`src/rtl/risc_pkg.sv`:
```
// Shared datapath constants for the register file and shifter front end.
package risc_pkg;

    localparam int WIDTH = 16;
    localparam int NREGS = 8;
    localparam int AW    = 3;

    // Shift-op encodings carried alongside operand B into the shifter
    localparam logic [1:0] SH_NONE = 2'b00;
    localparam logic [1:0] SH_LSL  = 2'b01;
    localparam logic [1:0] SH_LSR  = 2'b10;
    localparam logic [1:0] SH_ASR  = 2'b11;

endpackage

```
`src/rtl/regfile_core.sv`:
```
// General register array: one synchronous write port, two combinational read ports.
module regfile_core
    import risc_pkg::*;
#(
    parameter int P_WIDTH = WIDTH,
    parameter int P_NREGS = NREGS,
    parameter int P_AW    = AW
) (
    input  logic               clk,
    input  logic               reset,
    input  logic               write,
    input  logic [P_AW-1:0]    writenum,
    input  logic [P_WIDTH-1:0] data_in,
    input  logic [P_AW-1:0]    readnum_a,
    input  logic [P_AW-1:0]    readnum_b,
    output logic [P_WIDTH-1:0] data_a,
    output logic [P_WIDTH-1:0] data_b
);

    logic [P_WIDTH-1:0] regs [P_NREGS];

    always_ff @(posedge clk or posedge reset) begin
        if (reset) begin
            for (int i = 0; i < P_NREGS; i++) begin
                regs[i] <= '0;
            end
        end else if (write) begin
            regs[writenum] <= data_in;
        end
    end

    assign data_a = regs[readnum_a];
    assign data_b = regs[readnum_b];

endmodule

```
`src/rtl/operand_regfile.sv`:
```
// Register file plus A/B operand latches and valid tracking ahead of the shifter.
// Optional WRITE_BYPASS_EN: a load from the register being written captures data_in.
module operand_regfile
    import risc_pkg::*;
#(
    parameter int P_WIDTH = WIDTH,
    parameter int P_NREGS = NREGS,
    parameter int P_AW    = AW
) (
    input  logic               clk,
    input  logic               reset,
    input  logic               write,
    input  logic [P_AW-1:0]    writenum,
    input  logic [P_WIDTH-1:0] data_in,
    input  logic [P_AW-1:0]    readnum_a,
    input  logic [P_AW-1:0]    readnum_b,
    input  logic               loada,
    input  logic               loadb,
    input  logic [1:0]         shift_in,
    input  logic               consume,
    output logic [P_WIDTH-1:0] A,
    output logic [P_WIDTH-1:0] B,
    output logic [1:0]         shift,
    output logic               operands_valid
);

    logic [P_WIDTH-1:0] rd_a;
    logic [P_WIDTH-1:0] rd_b;
    logic [P_WIDTH-1:0] src_a;
    logic [P_WIDTH-1:0] src_b;
    logic               a_vld;
    logic               b_vld;
    logic               take;

    regfile_core #(
        .P_WIDTH (P_WIDTH),
        .P_NREGS (P_NREGS),
        .P_AW    (P_AW)
    ) u_core (
        .clk       (clk),
        .reset     (reset),
        .write     (write),
        .writenum  (writenum),
        .data_in   (data_in),
        .readnum_a (readnum_a),
        .readnum_b (readnum_b),
        .data_a    (rd_a),
        .data_b    (rd_b)
    );

`ifdef WRITE_BYPASS_EN
    assign src_a = (write && (writenum == readnum_a)) ? data_in : rd_a;
    assign src_b = (write && (writenum == readnum_b)) ? data_in : rd_b;
`else
    assign src_a = rd_a;
    assign src_b = rd_b;
`endif

    // A consume only counts when a full pair is held; a load in the same cycle overrides it
    assign take = consume && a_vld && b_vld;

    always_ff @(posedge clk or posedge reset) begin
        if (reset) begin
            A     <= '0;
            a_vld <= 1'b0;
        end else if (loada) begin
            A     <= src_a;
            a_vld <= 1'b1;
        end else if (take) begin
            a_vld <= 1'b0;
        end
    end

    always_ff @(posedge clk or posedge reset) begin
        if (reset) begin
            B     <= '0;
            shift <= SH_NONE;
            b_vld <= 1'b0;
        end else if (loadb) begin
            B     <= src_b;
            shift <= shift_in;
            b_vld <= 1'b1;
        end else if (take) begin
            b_vld <= 1'b0;
        end
    end

    assign operands_valid = a_vld & b_vld;

endmodule

```
`config.mk`:
```
export PLATFORM = sky130hd
export DESIGN_NAME = operand_regfile
export DESIGN_NICKNAME = d
export VERILOG_FILES = /design/src/rtl/risc_pkg.sv /design/src/rtl/regfile_core.sv /design/src/rtl/operand_regfile.sv
export SDC_FILE = /design/constraint.sdc
export NUM_CORES = 1
export LEC_CHECK = 0
export CAP_MARGIN = 20
export CORE_MARGIN = 1.5
export CORE_UTILIZATION = 55
export DETAILED_ROUTE_END_ITERATION = 10
export GPL_TIMING_DRIVEN = 0
export PLACE_DENSITY = 0.76
export SYNTH_ARGS = -nofsm -noshare
export SYNTH_HDL_FRONTEND = slang
export SYNTH_SLANG_ARGS = --single-unit
export TNS_END_PERCENT = 50
```
`constraint.sdc`:
```
create_clock -name clk -period 7.5 [get_ports clk]
set_clock_uncertainty 0.05 [all_clocks]
set_input_delay 1.5 -clock clk [delete_from_list [all_inputs] [get_ports clk]]
set_output_delay 1.5 -clock clk [all_outputs]
set_load 0.02 [all_outputs]
```
# --- Word-level counts from Yosys, hierarchy flattened ---
# Index checks and enable logic that the tools add are counted.
word_totals:
  ff_bits: 164
  out_inout_bits: 35
classes:
  n_reduce_logical: 5
  mux: 12
  magnitude_cmp: 4
  n_bitwise: 4
op_table:
  columns: ["operator", "count"]
  rows:
  - ["$bwmux 128", 1]
  - ["$bmux 16 s3", 2]
  - ["$mux 16", 5]
  - ["$demux 16 s3", 1]
  - ["$ge 4x4->1 const B", 3]
  - ["$not 3->4", 3]
  - ["$lt 4x1->1 const B", 1]
  - ["$reduce_bool 2->1", 2]
  - ["$logic_and 1x1->1", 3]
  - ["$mux 1", 3]
  - ["$and 1x1->1", 1]

# --- Depth between registers and ports, before layout ---
# Gate-level depths: netlist of the first run.
logic_depth:
  ltp_word: 6
  mapped_depth: 6

# --- Modules after synthesis ---
# From an unflattened synthesis of the first run, not the netlist that was laid out.
hier_totals:
  cells_unflattened: 476
  hier_area_um2: 8479.4
by_module_without_submodules:
  columns: ["mod", "n_inst", "area_each_um2", "cells_each", "seq_area_each_um2"]
  rows:
  - ["regfile_core", 1, 7036.7, 396, 3203.1]
  - ["operand_regfile", 1, 1442.6, 80, 900.9]

# --- Worst setup path before layout of the first run ---
# Ideal clock, no wire load.
synth_path:
  path_kind: "input to register"
  from: "input port writenum[2]"
  to: "register u_core.regs[100] (netlist name)"
  stages: 5
  slack_ps: 4701
  n_path_buf: 2
  arrival_time_ps: 2624
  path_cell_list: "buf_6 -> nand2b_4 -> nor3b_4 -> buf_8 -> mux2_2"
synth_via:
  elab_chain_len: 6
  elab_cells_between_ends: 7
  classes_between: "order compare: 2; mux: 3; bitwise: 1; reduce/logical: 1"
synth_rtl:
  columns: ["element", "line", "rtl"]
  rows:
  - ["from (decl)", "operand_regfile.sv:13", "input logic [P_AW-1:0] writenum,"]
  - ["$not 3->4 (not written as such) (*)", "regfile_core.sv:28", "regs[writenum] <= data_in;"]
  - ["$ge 4x4->1 (not written as such) / $lt 4x1->1 (equally long branches)", "regfile_core.sv:28", null]
  - ["$logic_and 1x1->1 (not written as such)", "regfile_core.sv:28", null]
  - ["$mux 16 (not written as such)", "regfile_core.sv:28", null]
  - ["$demux 16 s3 (*)", "regfile_core.sv:28", null]
  - ["$bwmux 128 (*)", "regfile_core.sv:28", null]
  - ["to (signal, indexed assignment)", "regfile_core.sv:28", null]
  - ["to (decl)", "regfile_core.sv:20", "logic [P_WIDTH-1:0] regs [P_NREGS];"]
# Every way passes the cells marked *; elsewhere a longest branch is shown, timed or not.
# A chain may end at the register's enable or synchronous reset.

# --- Worst setup path in the final report of the first run ---
layout_path:
  from: "input port loadb"
  to: "register B[7]"
layout_rtl:
  columns: ["element", "line", "rtl"]
  rows:
  - ["from (decl)", "operand_regfile.sv:18", "input logic loadb,"]
  - ["to (signal assigned)", "operand_regfile.sv:80", "B <= src_b;"]
  - ["to (decl)", "operand_regfile.sv:22", "output logic [P_WIDTH-1:0] B,"]
# No word-level cell between the ends.

==> flow_summary.toml, run 1 <==
[layout]
final_common_cell = "dfrtp_1"
most-common-layout-cells = "dfrtp_1 (164), mux2_2 (130), mux2i_1 (96)"
final_nets = 769
fillers = 1136
syn_to_final_growth_pct = 16.6
multi_input_comb_area_um2 = 4030
n_antenna_cell = 0
regArea_um2 = 4100
layout-drive-gt1-share = 0.279

[floorplan]
rows = 45
initial_core_util = 0.559
die_y_um = 127
ios = 68
die_area_um2 = 16100
core_area_um2 = 15100
dieWidth_um = 127

[worst_setup_path]
cp_max_fo = 10
endpoint_kind = "flip-flop"
cp_data_required_time_ps = 7820
crit_arrival_ps = 3790
r2r.worst_path.cells = 3
cp-start-kind = "primary input"
critical_path_class = "primary input to flip-flop"
reg2reg_slack_ps = 6300

[place]
gp_congestion = 0.848
port_buffers = 57
place_hpwl_um = 16000

[power]
leakage_nw = 4.45
ir_worst_vdd_mv = 0.192
powerDensity_nw_per_um2 = 268
power.total_w = 0.00264

[routing]
drc = 0
antenna_left = 0
viasPerCell = 6.54
drtIter0Drc = 543
wl_per_cell_um = 26.3
wl_um = 24600
firstDrtPassIters = 4
dr_total_vias = 6122

[sta]
min_period_ps = 3480
hold_violations = 0
worst_pin_slew_ps = 868
slew_violations = 0
rsz0062_at_grt = "false"
relSlewSlack = 0.421
fin_crit_sh = 0.464
fin_tns_setup_ps = 0
setup_viol = 0
fmax_ghz = 0.288

[synth]
synthCells = 658
synthesis.nets = 691
synthTopCellsByArea = "dfrtp_1 (48%), mux2_2 (17%), mux2i_1 (11%), nor2b_1 (4.9%), a41o_1 (3.8%)"
yosysTopAreaCell = "dfrtp_1"
ys_types = 25
netlist.area_leader.share = 0.485
mappedNetlistArea_um2 = 8470
synth.yosys.seq_area_share = 0.485
synth.avg_cell_area_um2 = 12.9
ys_ff_latch = 164
synth_warnings = 0

[run]
maxCapViolCount = 0

[clock_network]
cts_tree = "done"
clkLatencyLatePin_ps = 430
cts_hold_buf = 0
clkTransAtPathRegs_ps = 60
cts_buffers = 17
cts_sinks = 164
cts.path.max_buffers = 2
post_cts_buffers = 0
cts-htree-levels = 4
root_buffer = "clkbuf_16"
cts_resized = 0

[outcome]
outcome = "finished clean"

[worst_hold_path]
hold_depth = 1
min_path_type = "flip-flop to flip-flop"

[global_routing]
antenna_found_initial = 0
grt_pass1_vias = 6570
grt_pass1_wl_um = 37400
grtUsageTotal = 0.316
grt_max_degree = 73
gr-total-overflow = 0
cell usage after synthesis:
master	instances
dfrtp_1	164
buf_8	1
nand2_1	3
buf_2	22
a21o_1	2
buf_4	15
a22oi_1	32
buf_6	4
a211o_1	32
nand3_1	32
nand4b_2	3
nor3_4	2
a41o_1	32
buf_1	4
clkbuf_1	8
and2_1	1
nand2b_1	2
nor2_1	2
nand4_2	1
nor2b_1	66
mux2i_1	96
mux2_2	130
nand2b_4	1
nor3b_4	2
inv_1	1
flip-flops by register name, indices dropped and copies added (netlist names):
signal       cells
b_vld            1
u_core.regs    128
B               16
shift            2
A               16
a_vld            1
where the power goes:
group / internal (W) / total [W] / switching [W]
clock: 0.000479 / 0.000825 / 0.000346
combinational: 0.000328 / 0.000610 / 0.000281
sequential: 0.00107 / 0.00121 / 0.000139
layer usage:
layer / part of all wire / global-route usage
met5: 0 / 0
met4: 0.033 / 0.140
met3: 0.066 / 0.0657
met2: 0.49 / 0.527
met1: 0.41 / 0.400
cells by family (layout without fill, tap and decap cells):
family          after synthesis  after routing  synth area share
flops                       164            164             0.485
buf+inv                      55            145            0.0392
compound gates               98             98             0.101
mux                         226            226             0.286
simple gates                115            115            0.0888
final timing paths:
check | from | endpoint
max | loadb | B[7]
min | shift[1] | shift[1]
max reg2reg | u_core.regs[79] | A[15]
min reg2reg | shift[1] | shift[1]
max in group asynchronous | reset | u_core.regs[10]
min in group asynchronous | reset | u_core.regs[19]
per-stage QoR:
| step | hold WS, ps | cells | worst slack (ps) | area, µm² | utilization |
|---|---|---|---|---|---|
| after floorplan | 413 | 658 | 1520 | 8470 | - |
| after global placement | 427 | 903 | -405 | 9270 | 0.612 |
| after detailed placement | 450 | 905 | 3680 | 9330 | 0.616 |
| after CTS | 461 | 936 | 4120 | 9870 | 0.652 |
| after global routing | 465 | 936 | 4030 | 9870 | 0.652 |
| final | 460 | 936 | 4020 | 9870 | 0.652 |
area by class of cell:
cell class | count | share of cell area
Buffer | 54 | 0.0332
Clock buffer | 26 | 0.0496
Clock inverter | 5 | 0.00507
Inverter | 1 | 0.000887
Multi-Input combinational cell | 439 | 0.408
Sequential cell | 164 | 0.416
Tap cell | 188 | 0.0238
Timing Repair Buffer | 59 | 0.0634
worst max-delay path, cell delays in order:
cell	delay [ps]
clkdlybuf4s50_1	750
clkbuf_1	660
clkbuf_1	610
a41o_1	260
No activity file was read; power rests on OpenSTA's default activity.
==> run 2: changes to the inputs <==
- clock period: 7.5 -> 3.2 ns (I/O delays scaled with it)
==> run 2 against run 1 <==
Compared with the run above: largest power group unchanged; highest routed layer unchanged; total power increased by 150%; core utilization increased by 0.70 points; flip-flop and latch count unchanged; clock power increased to 2.7 times the previous value; critical endpoint is now B[3]; largest cell class unchanged; cell area increased by 1.1%.
==> flow_summary.toml, run 2 (synthesis results as in run 1) <==
[worst_setup_path]
slowest_stage = "clkdlybuf4s50_1"
cp_data_required_time_ps = 3500
critical_path_class = "primary input to flip-flop"
crit_family = "buffers and inverters"
critPathMaxStageDelay_ps = 730
cp_max_fo = 10
crit_path_frequent_cell = "clkbuf_1"
crit_arrival_ps = 2840
path_cells = "clkdlybuf4s50_1 > clkbuf_1 > clkbuf_1 > a41o_1"
worst-path-buf-inv = 3
endpoint_kind = "flip-flop"
cp-start-kind = "primary input"

[sta]
min_period_ps = 2540
relSlewSlack = 0.353
fin_tns_setup_ps = 0
setup_viol = 0
rsz0062_at_grt = "false"
slew_violations = 0
fmax_ghz = 0.394
worst_pin_slew_ps = 968
fin_crit_sh = 0.793
hold_violations = 0

[power]
powerDensity_nw_per_um2 = 652
ir_worst_vdd_mv = 0.563
leakage_nw = 4.50

[clock_network]
root_buffer = "clkbuf_16"
cts_buffers = 17
cts.path.max_buffers = 2
cts_tree = "done"
post_cts_buffers = 0
clkTransAtPathRegs_ps = 60
cts_hold_buf = 0
cts_sinks = 164
cts-htree-levels = 4
cts_resized = 0
clkLatencyLatePin_ps = 420

[layout]
n_antenna_cell = 0
largest_reg_flops = 128
fillers = 1100
syn_to_final_growth_pct = 17.8
layout-drive-gt1-share = 0.285
fin_cells = 938
most-common-layout-cells = "dfrtp_1 (164), mux2_2 (130), mux2i_1 (96)"
stdcell_area_um2 = 9980
final_common_cell = "dfrtp_1"
reg.largest.list = "u_core.regs (128), A (16), B (16)"
top_register = "u_core.regs"
final_nets = 770

[global_routing]
gr-total-overflow = 0
grt_pass1_wl_um = 37300
antenna_found_initial = 0
grt_max_degree = 45
grt_pass1_vias = 6464
grtUsageTotal = 0.315

[floorplan]
ios = 68
core_area_um2 = 15100
die_area_um2 = 16100
die_y_um = 127
initial_core_util = 0.559
rows = 45
dieWidth_um = 127

[routing]
drc = 0
wl_um = 24500
wl_per_cell_um = 26.2
viasPerCell = 6.53
firstDrtPassIters = 5
drtIter0Drc = 638
dr_total_vias = 6122
antenna_left = 0

[place]
place_area_um2 = 9340
gp_congestion = 0.862
place_hpwl_um = 15900
dp_cells = 906
port_buffers = 57

[run]
maxCapViolCount = 0

[outcome]
outcome = "finished clean"

[worst_hold_path]
min_path_type = "flip-flop to flip-flop"
run 2: cell type report:
type,instances,area [µm²],area share
clock buffers,22,464,0.0465
clock inverters,10,178,0.0178
plain buffers,54,328,0.0328
flip-flops and latches,164,4100,0.411
repair buffers,60,631,0.0632
multi-input cells,439,4030,0.404
well taps,188,235,0.0236
inverters,1,7.51,0.000752
run 2: where the power goes:
| group | internal (W) | switching [W] |
|---|---|---|
| logic | 0.000770 | 0.000657 |
| clock network | 0.00142 | 0.000819 |
| registers | 0.00251 | 0.000326 |
run 2: final timing paths:
kind | from | end | slack [ps] | cells past startpoint
max in group asynchronous | reset | A[3] | 1360 | 4
worst max register to register | u_core.regs[57] | A[9] | 2020 | 3
worst min register to register | a_vld | a_vld | 450 | 1
worst max-delay path | loadb | B[3] | 660 | 4
min in group asynchronous | reset | shift[1] | 730 | 2
worst min-delay path | a_vld | a_vld | 450 | 1
run 2: per-layer routing:
layer	global-route usage	wire [µm]	vias up
li1	-	-	2620
met1	0.414	9770	3175
met2	0.518	12100	280
met3	0.0779	2050	47
met4	0.0996	591	0
met5	0	0	-
run 2: per-stage QoR:
stage	utilization	worst slack, ps	hold slack (ps)	total power [W]
6_report	0.659	663	449	0.00650
3_5_place_dp	0.617	226	434	0.00427
2_1_floorplan	-	425	413	0.00375
4_1_cts	0.659	661	450	0.00650
5_1_grt	0.659	677	476	0.00676
3_3_place_gp	0.613	-856	425	0.00416
==> run 3: changes to the inputs <==
- CORE_UTILIZATION: 55 -> 53
- PLACE_DENSITY: 0.76 -> 0.77
- clock period: 3.2 -> 2.23 ns (I/O delays scaled with it)
==> run 3 against run 2 <==
Compared with the run above: first-iteration DRC count is 16% lower; sequential share of layout area shrank 0.24 points; core utilization down 2.2 points; global-route usage is 0.14 points lower; via count up 0.98%; die area is 3.7% higher; combinational power is 44% higher; setup slack lost 590 ps; routed wire length grew 1.3%; critical path type unchanged; final cell count is 3.1% higher; flip-flop and latch count unchanged; cell area increased by 0.59%.
==> flow_summary.toml, run 3 (synthesis results as in run 1) <==
[outcome]
outcome = "finished clean"

[clock_network]
cts_buffers = 17
cts_sinks = 164
clkLatencyLatePin_ps = 430
cts.path.max_buffers = 2
root_buffer = "clkbuf_16"
cts_hold_buf = 0
clkTransAtPathRegs_ps = 60
cts-htree-levels = 4
cts_tree = "done"

[worst_hold_path]
min_path_type = "primary input to asynchronous set/reset pin"

[power]
ir_worst_vdd_mv = 0.612
powerDensity_nw_per_um2 = 929
leakage_nw = 4.52

[layout]
stdcell_area_um2 = 10000
multi_input_comb_area_um2 = 4030
layout-drive-gt1-share = 0.292
regArea_um2 = 4100
final_nets = 771
most-common-layout-cells = "dfrtp_1 (164), mux2_2 (130), mux2i_1 (96)"
fillers = 1243
syn_to_final_growth_pct = 18.5
top_register = "u_core.regs"
n_antenna_cell = 0
final_common_cell = "dfrtp_1"
reg.largest.list = "u_core.regs (128), A (16), B (16)"
largest_reg_flops = 128

[routing]
firstDrtPassIters = 5
wl_per_cell_um = 25.7
viasPerCell = 6.39
antenna_left = 0
drc = 0
dr_total_vias = 6182
wl_um = 24900
drtIter0Drc = 535

[sta]
rsz0062_at_grt = "false"
min_period_ps = 2160
hold_violations = 0
relSlewSlack = 0.379
setup_ws_ps = 68.6
fin_crit_sh = 0.969
slew_violations = 0
fmax_ghz = 0.463
setup_viol = 0
fin_tns_setup_ps = 0
worst_pin_slew_ps = 932

[floorplan]
initial_core_util = 0.537
die_y_um = 129
core_area_um2 = 15800
rows = 46
die_area_um2 = 16700
ios = 68
dieWidth_um = 129

[worst_setup_path]
reg2reg_slack_ps = 1010
path_cells = "clkdlybuf4s50_1 > clkbuf_1 > clkbuf_2 > a41o_1"
r2r.worst_path.cells = 3
critPathMaxStageDelay_ps = 750
r2r-start = "u_core.regs[62]"
cp_data_required_time_ps = 2550
endpoint_kind = "flip-flop"
crit_arrival_ps = 2480
critical_path_class = "primary input to flip-flop"
worstReg2RegEnd = "B[14]"
cp-startpoint = "loadb"
cp-start-kind = "primary input"
slowest_stage = "clkdlybuf4s50_1"
cp_max_fo = 10

[place]
place_area_um2 = 9390
place_hpwl_um = 16100
port_buffers = 57
dp_slack_ps = -507
gp_congestion = 0.863

[global_routing]
grt_pass1_wl_um = 37800
grt_max_degree = 45
gr-total-overflow = 0
antenna_found_initial = 0
grt_pass1_vias = 6690
grtUsageTotal = 0.314

[run]
maxCapViolCount = 0
run 3: worst max path at each step:
| stage | end | slack [ps] | depth (start not counted) |
|---|---|---|---|
| 2_1_floorplan | A[0] | -350 | 1 |
| 3_3_place_gp | u_core.regs[3] | -1580 | 2 |
| 3_5_place_dp | B[4] | -510 | 4 |
| 4_1_cts | A[7] | 30 | 4 |
| 5_1_grt | B[3] | 80 | 4 |
| 6_report | B[3] | 70 | 4 |
run 3: repair_timing:
action                                 in CTS  in global routing
setup endpoints to repair                   9                  9
endpoints found under the hold margin       0                  0
resized for setup                           1                  1
buffers inserted                            0                  0
cloned                                      0                  0
run 3: layout make-up:
cell class / count / area share
tap: 216 / 0.0269
clock buffer: 21 / 0.0469
inverter: 1 / 0.000748
clock inverter: 11 / 0.0172
sequential: 164 / 0.409
multi-input combinational: 439 / 0.402
buffer: 54 / 0.0329
timing repair buffer: 61 / 0.0648
run 3: report_power, final:
part / internal, W / switching, W / leakage, nW
sequential: 0.00360 / 0.000472 / 1.97
combinational: 0.00111 / 0.000948 / 2.22
clock: 0.00197 / 0.00122 / 0.319
run 3: worst max-delay path: cells and delay by family:
family	cells	cell delay, ps
buffers and inverters	3	1790
AOI/OAI and AO/OA	1	230
run 3: routing by layer:
| layer | GRT usage | part of all wire | vias to the layer above |
|---|---|---|---|
| met5 | 0 | 0 | - |
| met4 | 0.178 | 0.045 | 0 |
| met3 | 0.0574 | 0.065 | 87 |
| met2 | 0.523 | 0.50 | 288 |
| met1 | 0.385 | 0.39 | 3173 |
| li1 | - | - | 2634 |
run 3: per-stage QoR:
step / hold slack [ps] / instances / power, W / util
after floorplan: 413 / 658 / 0.00538 / -
after global placement: 427 / 931 / 0.00596 / 0.591
after detailed placement: 445 / 935 / 0.00613 / 0.596
after CTS: 209 / 967 / 0.00931 / 0.636
after global routing: 235 / 967 / 0.00969 / 0.637
final: 216 / 967 / 0.00933 / 0.637
